### src/rtl/mul16_seq_ctrl_pkg.sv
// Shared widths, state encoding and step/shift table for the 16x16 sequential multiplier.
package mul16_seq_ctrl_pkg;

    localparam int unsigned HALF_W  = 8;
    localparam int unsigned FULL_W  = 16;
    localparam int unsigned PROD_W  = 32;
    localparam int unsigned STEP_W  = 2;
    localparam int unsigned SHIFT_W = 5;
    localparam int unsigned STATE_W = 2;

    localparam logic [STATE_W-1:0] ST_IDLE = 2'd0;
    localparam logic [STATE_W-1:0] ST_MUL  = 2'd1;
    localparam logic [STATE_W-1:0] ST_DONE = 2'd2;

    // Partial-product weights: lo*lo, lo*hi, hi*lo, hi*hi
    localparam logic [SHIFT_W-1:0] SHIFT_LL = 5'd0;
    localparam logic [SHIFT_W-1:0] SHIFT_LH = 5'd8;
    localparam logic [SHIFT_W-1:0] SHIFT_HL = 5'd8;
    localparam logic [SHIFT_W-1:0] SHIFT_HH = 5'd16;

    typedef struct packed {
        logic [FULL_W-1:0] a;
        logic [FULL_W-1:0] b;
    } operands_t;

    function automatic logic [SHIFT_W-1:0] step_shift(input logic [STEP_W-1:0] step);
        logic [SHIFT_W-1:0] sh;
        case (step)
            2'd0:    sh = SHIFT_LL;
            2'd1:    sh = SHIFT_LH;
            2'd2:    sh = SHIFT_HL;
            default: sh = SHIFT_HH;
        endcase
        return sh;
    endfunction

endpackage

### src/rtl/mul16_seq_ctrl_if.sv
// Operand-in / result-out handshake bundle plus the busy status flag.
interface mul16_seq_ctrl_if;
    import mul16_seq_ctrl_pkg::*;

    logic              in_valid;
    logic              in_ready;
    logic [FULL_W-1:0] op_a;
    logic [FULL_W-1:0] op_b;
    logic              out_valid;
    logic              out_ready;
    logic [PROD_W-1:0] result;
    logic              busy;

    modport master (
        output in_valid, op_a, op_b, out_ready,
        input  in_ready, out_valid, result, busy
    );

    modport slave (
        input  in_valid, op_a, op_b, out_ready,
        output in_ready, out_valid, result, busy
    );

endinterface

### src/rtl/mul16_step_mux.sv
// Picks the operand halves and the accumulate shift for the current partial-product step.
module mul16_step_mux
    import mul16_seq_ctrl_pkg::*;
(
    input  logic [STEP_W-1:0]  step_i,
    input  operands_t          ops_i,
    output logic [HALF_W-1:0]  a_c_o,
    output logic [HALF_W-1:0]  b_c_o,
    output logic [SHIFT_W-1:0] shift_c_o
);

    // step[1] selects the high half of a, step[0] the high half of b
    always_comb begin
        a_c_o     = step_i[1] ? ops_i.a[FULL_W-1:HALF_W] : ops_i.a[HALF_W-1:0];
        b_c_o     = step_i[0] ? ops_i.b[FULL_W-1:HALF_W] : ops_i.b[HALF_W-1:0];
        shift_c_o = step_shift(step_i);
    end

endmodule

### src/rtl/mul16_seq_ctrl.sv
// Sequences four 8x8 partial products through an external multiplier into a 32-bit product.
module mul16_seq_ctrl
    import mul16_seq_ctrl_pkg::*;
#(
    parameter int unsigned MUL_LAT = 0
)
(
    input  logic               clk,
    input  logic               rst,
    mul16_seq_ctrl_if.slave    bus,
    output logic [HALF_W-1:0]  mul_a,
    output logic [HALF_W-1:0]  mul_b,
    input  logic [FULL_W-1:0]  mul_p
);

    logic [STATE_W-1:0] state_q, state_d;
    logic [STEP_W-1:0]  step_q, step_d;
    logic               cyc_q, cyc_d;
    operands_t          ops_q, ops_d;
    logic [PROD_W-1:0]  acc_q, acc_d;
    logic [PROD_W-1:0]  result_q, result_d;
    logic               out_valid_q, out_valid_d;
    logic               busy_q, busy_d;

    logic [HALF_W-1:0]  sel_a_c;
    logic [HALF_W-1:0]  sel_b_c;
    logic [SHIFT_W-1:0] shift_c;
    logic               step_last_c;

    mul16_step_mux u_step_mux (
        .step_i    (step_q),
        .ops_i     (ops_q),
        .a_c_o     (sel_a_c),
        .b_c_o     (sel_b_c),
        .shift_c_o (shift_c)
    );

    // With a registered multiplier the product is valid on the second cycle of each step
    assign step_last_c = (MUL_LAT == 0) || cyc_q;

    assign mul_a         = (state_q == ST_MUL) ? sel_a_c : '0;
    assign mul_b         = (state_q == ST_MUL) ? sel_b_c : '0;
    assign bus.in_ready  = (state_q == ST_IDLE) & ~rst;
    assign bus.out_valid = out_valid_q;
    assign bus.result    = result_q;
    assign bus.busy      = busy_q;

    always_ff @(posedge clk) begin
        if (rst) begin
            state_q     <= ST_IDLE;
            step_q      <= '0;
            cyc_q       <= 1'b0;
            ops_q       <= '0;
            acc_q       <= '0;
            result_q    <= '0;
            out_valid_q <= 1'b0;
            busy_q      <= 1'b0;
        end else begin
            state_q     <= state_d;
            step_q      <= step_d;
            cyc_q       <= cyc_d;
            ops_q       <= ops_d;
            acc_q       <= acc_d;
            result_q    <= result_d;
            out_valid_q <= out_valid_d;
            busy_q      <= busy_d;
        end
    end

    always_comb begin
        state_d     = state_q;
        step_d      = step_q;
        cyc_d       = cyc_q;
        ops_d       = ops_q;
        acc_d       = acc_q;
        result_d    = result_q;
        out_valid_d = out_valid_q;
        busy_d      = busy_q;

        case (state_q)
            ST_IDLE: begin
                if (bus.in_valid) begin
                    ops_d.a  = bus.op_a;
                    ops_d.b  = bus.op_b;
                    acc_d    = '0;
                    step_d   = '0;
                    cyc_d    = 1'b0;
                    result_d = '0;
                    busy_d   = 1'b1;
                    state_d  = ST_MUL;
                end
            end
            ST_MUL: begin
                if (step_last_c) begin
                    acc_d  = acc_q + (PROD_W'(mul_p) << shift_c);
                    cyc_d  = 1'b0;
                    step_d = step_q + 2'd1;
                    if (step_q == 2'd3) begin
                        result_d    = acc_d;
                        out_valid_d = 1'b1;
                        state_d     = ST_DONE;
                    end
                end else begin
                    cyc_d = 1'b1;
                end
            end
            ST_DONE: begin
                if (bus.out_ready) begin
                    out_valid_d = 1'b0;
                    busy_d      = 1'b0;
                    state_d     = ST_IDLE;
                end
            end
            default: begin
                state_d = ST_IDLE;
            end
        endcase
    end

endmodule

### src/flat_wrapper.sv
// flat-port wrapper written by rule: the top's interface ports become plain ports
module mul16_seq_ctrl_flat import mul16_seq_ctrl_pkg::*;
#(
    parameter int unsigned MUL_LAT = 0
)
  (clk, rst, mul_a, mul_b, mul_p, bus_in_valid, bus_op_a, bus_op_b, bus_out_ready, bus_in_ready, bus_out_valid, bus_result, bus_busy);
  mul16_seq_ctrl_if bus_i ();
  input  logic clk;
  input  logic rst;
  output logic [HALF_W-1:0] mul_a;
  output logic [HALF_W-1:0] mul_b;
  input  logic [FULL_W-1:0] mul_p;
  input wire logic [$bits(bus_i.in_valid)-1:0] bus_in_valid;
  input wire logic [$bits(bus_i.op_a)-1:0] bus_op_a;
  input wire logic [$bits(bus_i.op_b)-1:0] bus_op_b;
  input wire logic [$bits(bus_i.out_ready)-1:0] bus_out_ready;
  output wire logic [$bits(bus_i.in_ready)-1:0] bus_in_ready;
  output wire logic [$bits(bus_i.out_valid)-1:0] bus_out_valid;
  output wire logic [$bits(bus_i.result)-1:0] bus_result;
  output wire logic [$bits(bus_i.busy)-1:0] bus_busy;
  assign bus_i.in_valid = bus_in_valid;
  assign bus_i.op_a = bus_op_a;
  assign bus_i.op_b = bus_op_b;
  assign bus_i.out_ready = bus_out_ready;
  assign bus_in_ready = bus_i.in_ready;
  assign bus_out_valid = bus_i.out_valid;
  assign bus_result = bus_i.result;
  assign bus_busy = bus_i.busy;
  mul16_seq_ctrl #(.MUL_LAT(MUL_LAT)) u_core (.clk(clk), .rst(rst), .bus(bus_i), .mul_a(mul_a), .mul_b(mul_b), .mul_p(mul_p));
endmodule
### config.mk
export PLATFORM = sky130hd
export DESIGN_NAME = mul16_seq_ctrl_flat
export DESIGN_NICKNAME = d
export VERILOG_FILES = /design/src/rtl/mul16_seq_ctrl_pkg.sv /design/src/rtl/mul16_seq_ctrl_if.sv /design/src/rtl/mul16_step_mux.sv /design/src/rtl/mul16_seq_ctrl.sv /design/src/flat_wrapper.sv
export SDC_FILE = /design/constraint.sdc
export NUM_CORES = 1
export LEC_CHECK = 0
export CORE_ASPECT_RATIO = 1.5
export CORE_MARGIN = 2
export CORE_UTILIZATION = 50
export CTS_BUF_LIST = sky130_fd_sc_hd__clkbuf_4 sky130_fd_sc_hd__clkbuf_8
export CTS_CLUSTER_DIAMETER = 40
export DETAILED_ROUTE_END_ITERATION = 7
export HOLD_SLACK_MARGIN = 0.15
export PLACE_DENSITY = 0.79
export SKIP_LAST_GASP = 1
export SLEW_MARGIN = 10
export SYNTH_ARGS = -nofsm -noshare
export SYNTH_HDL_FRONTEND = slang
export SYNTH_SLANG_ARGS = --single-unit
### constraint.sdc
create_clock -name clk -period 5 [get_ports clk]
set_input_delay 1.5 -clock clk [delete_from_list [all_inputs] [get_ports clk]]
set_output_delay 1.5 -clock clk [all_outputs]
set_load 0.01 [all_outputs]
==> reports/metrics.yaml <==
setup_path:
  worstPathArrival_ns: 4.64
  reg2reg_slack_ns: 0.77
  crit_type: "in2reg"
  endpoint_kind: "flip-flop"
  start_kind: "input port"
  required_ns: 5.29
  worstPathMaxFanout: 4
timing:
  fin_ws_ns: 0.6525
  fin_crit_ns: 4.348
  timing.final.crit_share: 0.8695
  setup_viol: 0
  hold_viol: 0
  clock.fmax_mhz: 230.0
  final.setup.tns_ns: 0
  drv_slew: 0
  max_slew_margin: 0.4051
  rsz0062_at_grt: "false"
  fin_skew_ns: 0.01732
  worst_pin_slew_ns: 0.8924
logic_synthesis:
  synth_xor_area_frac: 0.04378
  synth.area.mux_share: 0.04335
  synth_top_cell_by_area: "dfxtp_1"
  synth-main-ff-cell: "dfxtp_1"
  synth_enable_flop_cells: 0
  synth_seq_cells: 102
  ys.warnings.count: 0
  synth_cell_types: 59
  synthSimpleGateAreaFrac: 0.1939
  synthTopCellsByCount: "114 x nand2_1, 102 x dfxtp_1, 80 x a21oi_1"
  syn-cell-area_um2: 5802
  synth.area.top_cells: "dfxtp_1 35%, nand2_1 7.4%, ha_1 7.3%"
  yosysTopAreaCellShare: 0.3520
  synthAdderAreaFrac: 0.07677
  synth-seq-area-share: 0.3520
  yosysMostFrequentCell: "nand2_1"
  synth_compound_area_frac: 0.2517
  synth_top_family_by_area: "compound AO/OA/AOI/OAI gates"
  syn_area_per_cell_um2: 8.241
  async_reset_ff_frac: 0
  synthCells: 704
  syn-num-nets: 791
clock_tree:
  cts-buffers-inserted: 9
  root_buffer: "clkbuf_8"
  post-cts-setup-buffer-count: 0
  clock_sinks: 102
  postCtsHoldBufs: 0
  cts_resized: 0
  clock_latency_ns: 0.39
  clockBufferDepth: 2
  htree_num_levels: 3
  clk_pin_slew_worst_paths_ns: 0.11
  cts_tree: "built"
floorplanning:
  die_w_um: 91.96
  core_area_um2: 11410
  start_util: 0.5084
  dieArea_um2: 12500
  ios: 103
  die-height_um: 135.9
  fp-row-count: 48
drt:
  drtIter0Drc: 228
  drt_first_pass_iters: 5
  antenna_left: 0
  vias: 5365
  drt_wl_total_mm: 16.89
  routedWlPerCell_um: 17.99
  drcViolationCount: 0
  vias_per_cell: 5.714
cells_and_area:
  design_area_um2: 7104
  syn2layout_area_growth_pct: 22.45
  drive_gt1_frac: 0.05450
  nets: 872
  diodes: 0
placement:
  dp.final_hpwl_mm: 13.03
  dp_slack_ns: 0.2789
  place_area_um2: 6882
  port_buffers: 102
  gp_congestion: 1.004
power_and_ir_drop:
  powerDensity_nw_per_um2: 262.2
  leakage_uw: 0.002791
  ir_worst_vdd_v: 0.0001768
  power_uw: 1863
global_route:
  antenna_found_initial: 0
  grt_util_all_layers: 0.2696
  grt_pass1_wl_mm: 26.52
  grt_max_degree: 66
  grt_pass1_vias: 5345
  overflow: 0
worst_hold_path:
  hold_path_class: "reg2reg"
run:
  maxCapViolations: 0
status:
  outcome: "completed"
==> cells by family after synthesis <==
group | count (synthesis)
adders and majority gates | 35
AOI/OAI and AO/OA | 209
and+or+nand+nor | 255
DFF | 102
xor gates and xnor gates | 29
muxes | 25
buffers and inverters | 49
==> metal layers <==
metal / vias up / share of wire / global-route usage
met5: - / 0 / 0
met4: 0 / 0.061 / 0.1667
met3: 53 / 0.035 / 0.04490
met2: 141 / 0.53 / 0.4971
met1: 2531 / 0.38 / 0.2825
li1: 2640 / - / -
==> final timing paths <==
check	startpoint	cells past startpoint	end
worst max-delay path	mul_p[0]	13	u_core.bus.result[26]
worst min-delay path	u_core.ops_q[14]	2	u_core.ops_q[14]
worst max register to register	u_core.step_q[1]	15	u_core.bus.result[26]
worst min register to register	u_core.ops_q[14]	2	u_core.ops_q[14]
==> placed cells by master, fill, tap and decap left out, types with 2 or more instances in the layout <==
cell type	n
mux2i_1	24
and2_1	9
or2_1	2
dfxtp_1	102
o21a_1	4
nand2b_1	7
clkdlybuf4s50_1	101
clkbuf_8	9
a21oi_1	80
and3_1	2
xnor2_1	19
a211oi_1	3
nand2_1	114
o21ai_1	10
nor2_1	73
bufinv_16	2
inv_6	2
nor3_1	6
inv_1	8
nand4_1	7
o41ai_4	2
nand4b_1	2
nor2b_1	13
o211ai_1	5
a31oi_1	2
o21ai_0	17
buf_4	9
o21bai_1	8
ha_1	34
xor2_1	10
a22o_1	42
nand3_1	10
a22oi_1	9
a21oi_2	3
a21o_1	11
a221oi_1	2
==> state kept, by name, indices dropped and copies added (netlist names) <==
signal and count:
u_core.step_q 2, u_core.bus.result 32, u_core.bus.out_valid 1, u_core.acc_q 32, u_core.ops_q 32, u_core.bus.busy 1
u_core.state_q 2
==> cell type report <==
| cell class | count | area (µm²) |
|---|---|---|
| clock buffers | 9 | 123.9 |
| clock inverters | 6 | 93.84 |
| fillers | 1031 | 4307 |
| inverters | 8 | 30.03 |
| multi-input cells | 553 | 3543 |
| flip-flops and latches | 102 | 2042 |
| well taps | 150 | 187.7 |
| repair buffers | 111 | 1084 |
==> per-stage QoR <==
stage | hold slack (ns) | instances | util
2_1_floorplan | 0.4310 | 704 | -
6_report | 0.4595 | 939 | 0.6226
5_1_grt | 0.4825 | 939 | 0.6226
3_3_place_gp | 0.4425 | 924 | 0.6031
3_5_place_dp | 0.4463 | 924 | 0.6031
4_1_cts | 0.4603 | 939 | 0.6221
==> report_power, final <==
| group | leakage (µW) | switching (µW) | internal [µW] |
|---|---|---|---|
| clock network | 0.000112 | 307 | 286 |
| logic | 0.00185 | 235 | 167 |
| registers | 0.000830 | 21.2 | 847 |
==> critical path: stages <==
cell and delay, ns:
clkdlybuf4s50_1 0.52, and2_1 0.16, ha_1 0.19, inv_1 0.06
fa_1 0.37, and2b_1 0.26, o2111ai_2 0.16, a31oi_4 0.33
o41ai_4 0.13, o41ai_4 0.44, a21oi_1 0.13, xnor2_1 0.15
a22o_1 0.21
No activity file was read; power rests on OpenSTA's default activity.
